### src/rtl/lsl_seq_if.sv
// Handshake and data bus of the sequential logical-shift-left unit.
// The master side issues start/data_in/shift_amount. The slave side (lsl_seq)
// returns the result, busy, done and carry_out.
interface lsl_seq_if #(
    parameter int N = 4
);
    logic         start;
    logic [N-1:0] data_in;
    logic [N-1:0] shift_amount;
    logic [N-1:0] data_out;
    logic         busy;
    logic         done;
    logic         carry_out;

    modport master (
        output start, data_in, shift_amount,
        input  data_out, busy, done, carry_out
    );

    modport slave (
        input  start, data_in, shift_amount,
        output data_out, busy, done, carry_out
    );
endinterface

### src/rtl/lsl_seq.sv
// Sequential logical shift left: one bit position per clock.
// The shift count saturates at N, so large amounts give an all-zero result.
// Optional feature macro: LSL_SEQ_CARRY_EN. It enables the carry_out register,
// which holds the last bit shifted out of the MSB.
// Without the macro, carry_out is tied to 0.
module lsl_seq #(
    parameter int N = 4
) (
    input  logic     clk,
    input  logic     rst,
    lsl_seq_if.slave bus
);
    typedef enum logic [1:0] {
        IDLE,
        SHIFT,
        DONE
    } state_t;

    localparam logic [N-1:0] NMAX = N[N-1:0];

    state_t       r_state;
    logic [N-1:0] r_work;
    logic [N-1:0] r_count;
    logic         r_busy;
    logic         r_done;
    logic [N-1:0] w_load_count;

`ifdef LSL_SEQ_CARRY_EN
    logic         r_carry;
    assign bus.carry_out = r_carry;
`else
    assign bus.carry_out = 1'b0;
`endif

    // Saturate the requested amount at N; shifting further changes nothing.
    assign w_load_count = (bus.shift_amount >= NMAX) ? NMAX : bus.shift_amount;

    assign bus.data_out = r_work;
    assign bus.busy     = r_busy;
    assign bus.done     = r_done;

    // Control FSM plus the working, count and flag registers.
    always_ff @(posedge clk) begin
        if (rst) begin
            r_state <= IDLE;
            r_work  <= '0;
            r_count <= '0;
            r_busy  <= 1'b0;
            r_done  <= 1'b0;
`ifdef LSL_SEQ_CARRY_EN
            r_carry <= 1'b0;
`endif
        end else begin
            case (r_state)
                IDLE: begin
                    r_done <= 1'b0;
                    if (bus.start) begin
                        r_work  <= bus.data_in;
                        r_count <= w_load_count;
                        r_busy  <= 1'b1;
`ifdef LSL_SEQ_CARRY_EN
                        r_carry <= 1'b0;
`endif
                        if (w_load_count == '0) begin
                            r_state <= DONE;
                            r_done  <= 1'b1;
                        end else begin
                            r_state <= SHIFT;
                        end
                    end
                end
                SHIFT: begin
                    r_work  <= r_work << 1;
                    r_count <= r_count - 1'b1;
`ifdef LSL_SEQ_CARRY_EN
                    r_carry <= r_work[N-1];
`endif
                    if (r_count == {{(N-1){1'b0}}, 1'b1}) begin
                        r_state <= DONE;
                        r_done  <= 1'b1;
                    end
                end
                DONE: begin
                    r_state <= IDLE;
                    r_busy  <= 1'b0;
                    r_done  <= 1'b0;
                end
                default: begin
                    r_state <= IDLE;
                    r_busy  <= 1'b0;
                    r_done  <= 1'b0;
                end
            endcase
        end
    end
endmodule

### src/flat_wrapper.sv
// flat-port wrapper written by rule: the top's interface ports become plain ports
module lsl_seq_flat 
#(
    parameter int N = 4
)
  (clk, rst, bus_start, bus_data_in, bus_shift_amount, bus_data_out, bus_busy, bus_done, bus_carry_out);
  lsl_seq_if #(.N(N)) bus_i ();
  input  logic clk;
  input  logic rst;
  input wire logic [$bits(bus_i.start)-1:0] bus_start;
  input wire logic [$bits(bus_i.data_in)-1:0] bus_data_in;
  input wire logic [$bits(bus_i.shift_amount)-1:0] bus_shift_amount;
  output wire logic [$bits(bus_i.data_out)-1:0] bus_data_out;
  output wire logic [$bits(bus_i.busy)-1:0] bus_busy;
  output wire logic [$bits(bus_i.done)-1:0] bus_done;
  output wire logic [$bits(bus_i.carry_out)-1:0] bus_carry_out;
  assign bus_i.start = bus_start;
  assign bus_i.data_in = bus_data_in;
  assign bus_i.shift_amount = bus_shift_amount;
  assign bus_data_out = bus_i.data_out;
  assign bus_busy = bus_i.busy;
  assign bus_done = bus_i.done;
  assign bus_carry_out = bus_i.carry_out;
  lsl_seq #(.N(N)) u_core (.clk(clk), .rst(rst), .bus(bus_i));
endmodule
### config.mk
export PLATFORM = sky130hd
export DESIGN_NAME = lsl_seq_flat
export DESIGN_NICKNAME = d
export VERILOG_FILES = /design/src/rtl/lsl_seq_if.sv /design/src/rtl/lsl_seq.sv /design/src/flat_wrapper.sv
export SDC_FILE = /design/constraint.sdc
export NUM_CORES = 1
export LEC_CHECK = 0
export BUFFER_PORTS_ARGS = -buffer_cell sky130_fd_sc_hd__buf_2
export CAP_MARGIN = 20
export CELL_PAD_IN_SITES_DETAIL_PLACEMENT = 1
export CELL_PAD_IN_SITES_GLOBAL_PLACEMENT = 2
export CORE_UTILIZATION = 25
export DETAILED_ROUTE_END_ITERATION = 12
export PLACE_DENSITY_LB_ADDON = 0.15
export SYNTH_ARGS = -nofsm -noshare
export SYNTH_HDL_FRONTEND = slang
export SYNTH_SLANG_ARGS = --single-unit
### constraint.sdc
create_clock -name clk -period 1.4 [get_ports clk]
set_clock_uncertainty 0.1 [all_clocks]
set_input_delay 0.21 -clock clk [delete_from_list [all_inputs] [get_ports clk]]
set_output_delay 0.21 -clock clk [all_outputs]
set_load 0.005 [all_outputs]
== Word level (Yosys, flattened, before mapping) ==
Index checks and enable logic that the tools add are counted.
Operators by class
  add/subtract/negate cells: 1
  reduce and logical (&&, ||, !) cells: 6
  bitwise operators: 1
  $lt $le $gt $ge: 1
  muxes and demuxes: 15
  equal/unequal tests: 4
Operator list (number)
  $pmux 4 s2: 2
  $mux 4: 3
  $mux 2: 3
  $reduce_and 2->1: 3
  $eq 4x1->1 const B: 1
  $ge 4x3->1 const B: 1
  $logic_not 4->1: 1
  $mux 1: 4
  $pmux 1 s2: 2
  $pmux 2 s2: 1
  $sub 4x1->4 const B: 1
  $eq 2x1->1 const B: 1
  $logic_not 2->1: 1
  $ne 2x1->1 const B: 1
  $ne 2x2->1 const B: 1
  $reduce_bool 2->1: 1
  $not 1->1: 1
Word-level totals
  output and inout port bits: 7
  word-level logic and storage cells: 33
  bits of input ports: 11
  flip-flop bits (word level): 12

== Logic depth before layout (Yosys ltp) ==
Gate-level depths: netlist (run 1).
  word-level depth: 6
  depth in mapped cells: 5
  gate-level depth less buffers: 5

== Worst setup path after synthesis (run 1) ==
No wires, ideal clock.
  path type: flip-flop to flip-flop
  start point: reg u_core.r_count[2]
  end point: reg u_core.r_count[3]
  buffers on the path: 0
  period minus slack after synthesis: 1301 ps
  slack: 99 ps
  required time: 1226 ps
  stages on the path, launching flop included: 4
  setup time: 74 ps
  arrival time: 1127 ps
  cells stage by stage: dfxtp_1 -> or3_1 -> or3_1 -> a31oi_1
On the way
  longest elaborated chain between the ends: 2
Ends and longest elaborated chain
  start: declaration: RTL line lsl_seq.sv:23  | logic [N-1:0] r_count;
  start signal: assignment: RTL line lsl_seq.sv:59  | r_count <= w_load_count;
  start signal: assignment: RTL line lsl_seq.sv:74  | r_count <= r_count - 1'b1;
  $sub 4x1->4: RTL line lsl_seq.sv:74
  $pmux 4 s2: RTL line lsl_seq.sv:54  | case (r_state)
No other way between the ends.
A chain may end at the register's enable or synchronous reset.

== Worst setup path after layout (run 1) ==
  start point: reg u_core.r_count[0]
  end point: reg u_core.r_count[1]
The elaborated chain is that of the path after synthesis.

==> summary.md, run 1 <==
| Metric | Value |
|---|---|
| Status | `complete, no violations` |
| Share of the synthesized area in the top cell type | `between 40% and 50%` |
| Std-Cell Rows | `17` |
| Initial antenna violation count | `0` |
| Clock Tree Buf Depth | `2` |
| RSZ-0062 raised after global routing | `no` |
| Clock share of power | `approximately 30%` |
| Crit path kind | `flip-flop to flip-flop` |
| Final Critical Period | `approximately 1300 ps` |
| Fin crit share | `between 90 and 100%` |
| Maximum vdd ir drop | `about 700 uV` |
| RePlAce Congestion | `~0.72` |
| Max Cap Viol | `0` |
| Worst EP arrival | `between 1000 and 1500 ps` |
| GR Overflow Total | `0` |
| Hold Buf Count CTS | `0` |
| Comb pwr share | `between 20% and 30%` |
| Antenna fix cells | `0` |
| Final worst slack | `about 85 ps` |
| Setup-failing EPs final | `0` |
| Via count | `570` |
| First-pass GRT wire length | `roughly 2500 um` |
| Worst-path clk slew | `roughly 80 ps` |
| Largest stage delay on the critical path | `between 300 and 400 ps` |
| Total GRT Usage | `13.3%` |
| Starting density of the core | `26.8%` |
| P per Cell Area | `around 1100 nW/um2` |
| Synth async-reset ratio | `0%` |
| Share of post-route cells with drive strength above 1 | `between 30% and 40%` |
| Fin Setup TNS | `0 ps` |
| Top Layer Used | `met4` |
| Non-Filler Instances | `between 100 and 150` |
| Hold Path Class | `input pin to flip-flop` |
| Iteration-0 DRC Markers | `4` |
| Yosys top cell by area | `dfxtp_1` |
| Pin count of the biggest net entering global routing | `12` |
| Post-layout net count | `108` |
| Pleak | `approximately 0.36 nW` |
| Synthesized area | `roughly 600 um2` |
| WL final | `approximately 1500 um` |
| # port buffers | `16` |
| TritonRoute pass-1 iters | `2` |
| Die Height | `~50 um` |
| Vias in the first global route | `between 500 and 600` |
| Mapped Cells | `68` |
| Setup WS pre-CTS | `between 50 and 60 ps` |
| Top area cells in the synthesized netlist | `dfxtp_1 (40%), nor2_1 (5.6%), ha_1 (4.2%), inv_1 (3.1%), nand2_1 (3.1%)` |
| Root buf cell | `clkbuf_4` |
| Placed cells | `roughly 120` |
| Worst skew pair latency | `270 ps` |
| Core area | `roughly 2200 um2` |
| Avg WL per Cell | `between 10 and 15 um` |
| Max Slew Vio Count | `0` |
| Delay-heaviest family, CP | `compound AO/OA/AOI/OAI gates` |
| IO Pins | `18` |
| Sw power | `253 uW` |
| Crit path max fanout | `4` |
| Die area | `about 2600 um2` |
| Crit path cell chain | `inv_1, ha_1, a31o_2, a221oi_1` |
| Synth Register Bits | `12` |
| Synth warn | `0` |
| Crit path required time | `~1500 ps` |
| Final ANT Viol Nets | `0` |
| Met3 Wirelength | `about 52 um` |
| Fin Hold WS | `~72 ps` |
| CTS tree | `yes` |
| Syn_nets | `81` |
| Vias/cell | `4.67` |
| Power Internal | `~660 uW` |
| CTS H-tree depth | `1` |
| DRC viols | `0` |
| Synth-to-Final Area Change | `33.8%` |
| Final hold vios | `0` |
| CP endpoint kind | `flip-flop` |
| Wl on met1 | `757 um` |
| Distinct cells, synth | `29` |
| Most used DFF post-synth | `dfxtp_1` |
| F_max | `between 0.7 and 0.8 GHz` |
| Fillers | `between 200 and 300` |
| Avg Cell Area, Syn | `roughly 8.8 um2` |
| Met2 routed WL | `between 600 and 700 um` |
| Die Wd | `slightly above 50 um` |
| Total Power | `918 uW` |
| EDFF count, synth | `0` |
| Area occupied by multi-input gates | `around 320 um2` |
| Register area | `approximately 240 um2` |
| Clk sinks | `12` |
| Hpwl dp | `between 1000 and 1500 um` |
| Num CTS Buffers | `3` |
| Switching Share | `about 28%` |
| CP startpoint kind | `flip-flop` |
| Setup bufs post-CTS | `0` |
| Slowest cell on the critical path | `dfxtp_2` |
| Sequential-to-total area share from yosys stat | `40.1%` |
| Sequential share of power | `44.6%` |
| Worst Path Buf+Inv | `1` |
==> per-layer routing <==
metal  GRT usage (%)  vias up
met5               0        -
met4            2.78        0
met3            5.36        2
met2            19.5        8
met1            18.1      262
li1                -      298
==> worst reg2reg max path: cells and delay by family, from the launching register on <==
kind | cells | cell delay [ps]
adder cells (fa/ha/maj) | 1 | 280
flip-flops | 1 | 360
buffers and inverters | 1 | 60
AO/OA/AOI/OAI | 2 | 430
==> cells by family after synthesis <==
family	synth area share (%)
and+or+nand+nor	18.8
AOI/OAI and AO/OA	27.6
DFF	40.1
buffers and inverters	7.10
adders and majority gates	4.17
muxes	1.67
other	0.626
==> state kept, by name (all words and copies together), names as in the netlist <==
name,cells
u_core.bus.busy,1
u_core.r_count,4
u_core.bus.data_out,4
u_core.bus.done,1
u_core.r_state,2
==> cell type report <==
class	count	share of cell area [%]
multi-input combinational	48	40.1
sequential	12	30.3
inverter	5	2.34
tap	28	4.37
timing repair buffer	25	18.4
clock buffer	4	4.52
==> Yosys cell counts, types with 2 or more instances <==
cell type  number
a211oi_1        2
a21oi_1         3
a221oi_1        2
a22o_1          2
a31oi_1         2
buf_4           2
dfxtp_1        12
ha_1            2
inv_1           5
nand2_1         5
nand2b_1        3
nand3_1         2
nor2_1          9
or3_1           2
==> through the flow <==
stage	util, %	area, um2
detailed placement	33.9	758
finish	35.9	802
global placement	33.9	758
global route	35.9	802
CTS	35.6	795
floorplan	-	599
==> placed cells by master (no fill, tap or decap), types with 2 or more instances in the layout <==
| cell type | n |
|---|---|
| nand3_1 | 2 |
| a22o_1 | 2 |
| a31oi_1 | 2 |
| nand2_1 | 5 |
| a21oi_1 | 3 |
| nand2b_1 | 3 |
| dfxtp_2 | 2 |
| nor2_1 | 9 |
| clkbuf_4 | 3 |
| ha_1 | 2 |
| dfxtp_1 | 10 |
| buf_4 | 9 |
| a211oi_1 | 2 |
| inv_1 | 5 |
| buf_2 | 16 |
| a221oi_1 | 2 |
==> final timing paths <==
| kind | from | endpoint | slack (ps) | cells after the start |
|---|---|---|---|---|
| min reg2reg | u_core.bus.busy | u_core.bus.busy | 390 | 2 |
| max reg2reg | u_core.r_count[0] | u_core.r_count[1] | 80 | 4 |
| max | u_core.r_count[0] | u_core.r_count[1] | 80 | 4 |
| min | bus_data_in[0] | u_core.bus.data_out[0] | 70 | 3 |
==> power by group through the flow <==
stage	clock [mW]	combinational (mW)	sequential, mW
floorplan	0	0.131	0.413
global placement	0	0.231	0.415
detailed placement	0	0.232	0.416
CTS	0.287	0.234	0.408
global route	0.302	0.265	0.415
finish	0.273	0.235	0.409
==> timing repair <==
item	CTS	global route
gates resized for setup	0	3
endpoints found under the hold margin	0	0
endpoints found under the setup margin	0	3
(Power assumes the default switching activity.)
==> inputs of run 2 (changes only) <==
CORE_UTILIZATION = 30   (was 25)
clock period = 1.6 ns   (was 1.4 ns; I/O delays follow)
==> run 2 against run 1 <==
  * Worst hold slack improved by 34 ps
  * Maximum frequency decreased by 8.0%
  * First-iteration DRC count grew 75%
  * Sequential power is 12% lower
  * Via count shrank 3.5%
  * Clock power shrank 12%
  * Global-route usage up 2.8 points
  * Sequential cell count stayed put
  * Total power fell by 15%
  * Non-clock buffer count shrank 5
  * Combinational power down 25%
==> summary.md, run 2 (same netlist as run 1, synthesis figures left out) <==
| Metric | Value |
|---|---|
| Status | `complete, no violations` |
| Fin crit share | `between 80% and 90%` |
| Largest stage delay on the critical path | `560 ps` |
| Root buf cell | `clkbuf_4` |
| Post-route cell area | `about 750 um2` |
| CP startpoint kind | `flip-flop` |
| Clk sinks | `12` |
| GR Overflow Total | `0` |
| Num CTS Buffers | `3` |
| Hold Buf Count CTS | `0` |
| Crit path kind | `flip-flop to flip-flop` |
| Initial antenna violation count | `0` |
| Final hold vios | `0` |
| DRC viols | `0` |
| Post-layout net count | `slightly above 100` |
| First-pass GRT wire length | `roughly 2400 um` |
| Hpwl dp | `about 1100 um` |
| Finished Core Util | `around two fifths` |
| Setup bufs post-CTS | `0` |
| CTS H-tree depth | `1` |
| Max Cap Viol | `0` |
| Share of post-route cells with drive strength above 1 | `32.6%` |
| Post-DP Area | `between 700 and 800 um2` |
| Synth-to-Final Area Change | `25.7%` |
| RePlAce Congestion | `~0.7` |
| TritonRoute pass-1 iters | `2` |
| Total GRT Usage | `between 10% and 20%` |
| Crit path cell chain | `buf_4, nand2_1, o32a_2, a31oi_1` |
| Hold Path Class | `input pin to flip-flop` |
| Die area | `approximately 2200 um2` |
| Pin count of the biggest net entering global routing | `12` |
| RSZ-0062 raised after global routing | `no` |
| Crit path max fanout | `10` |
| Die Height | `between 40 and 50 um` |
| Setup-failing EPs final | `0` |
| IO Pins | `18` |
| Vias in the first global route | `540` |
| Worst-path clk slew | `around 80 ps` |
| Vias/cell | `4.82` |
| F_max | `approximately 0.7 GHz` |
| Std-Cell Rows | `15` |
| WL final | `1360 um` |
| Via count | `550` |
| Die Wd | `around 47 um` |
| Starting density of the core | `~33%` |
| Max Slew Vio Count | `0` |
| Worst skew pair latency | `270 ps` |
| Fin Setup TNS | `0 ps` |
| Final ANT Viol Nets | `0` |
| P per Cell Area | `1030 nW/um2` |
| Clock Tree Buf Depth | `2` |
| Final Critical Period | `around 1400 ps` |
| Avg WL per Cell | `between 10 and 15 um` |
| Crit path required time | `about 1700 ps` |
| CP endpoint kind | `flip-flop` |
| Commonest non-fill, non-tap cell in the layout | `buf_2` |
| Iteration-0 DRC Markers | `7` |
| CTS tree | `yes` |
| Worst EP arrival | `~1500 ps` |
| Core area | `~1800 um2` |
| CTS resizes | `0` |
| Slowest cell on the critical path | `dfxtp_1` |
| Total Power | `between 700 and 800 uW` |
| Maximum vdd ir drop | `~540 uV` |
| Antenna fix cells | `0` |
| Pleak | `about 0.34 nW` |
| # port buffers | `16` |
| Most frequent cells in the layout | `buf_2 (16), dfxtp_1 (12), nor2_1 (9), inv_1 (5), nand2_1 (5)` |
[run 2: critical path, delay by kind of cell (launching register included)]
| family | cells | cell delay (ps) |
|---|---|---|
| simple gates | 1 | 50 |
| buf+inv | 1 | 210 |
| compound gates | 2 | 430 |
| flops | 1 | 560 |
[run 2: power breakdown]
group / leakage, nW / internal, mW / switching [mW]
Combinational: 0.217 / 0.0916 / 0.0849
Clock: 0.0210 / 0.138 / 0.101
Sequential: 0.0991 / 0.331 / 0.0301
[run 2: routing by layer]
layer  track usage, %  vias up  wire, um
li1                 -      284         -
met1             20.6      255       715
met2             25.0        9       581
met3             5.88        2        50
met4             5.14        0        13
met5                0        -         0
[run 2: cell type report]
class	instances	area [um2]
Fill cell	231	1050
Timing Repair Buffer	20	110
Tap cell	25	31.3
Multi-Input combinational cell	48	317
Inverter	5	18.8
Sequential cell	12	240
Clock buffer	4	36.3
[run 2: path summary, 6_finish.rpt]
kind	slack, ps	cells after the start	startpoint	end
hold reg to reg	400	2	u_core.bus.busy	u_core.bus.busy
setup reg to reg	170	4	u_core.r_state[0]	u_core.r_count[2]
hold / removal	110	3	bus_data_in[0]	u_core.bus.data_out[0]
setup / recovery	170	4	u_core.r_state[0]	u_core.r_count[2]
[run 2: per-stage QoR]
stage,hold WS [ps],std cells,setup slack [ps]
2_1_floorplan,288,68,299
6_report,107,114,170
3_5_place_dp,379,110,216
3_3_place_gp,367,110,213
4_1_cts,97.9,114,185
5_1_grt,140,114,89.0
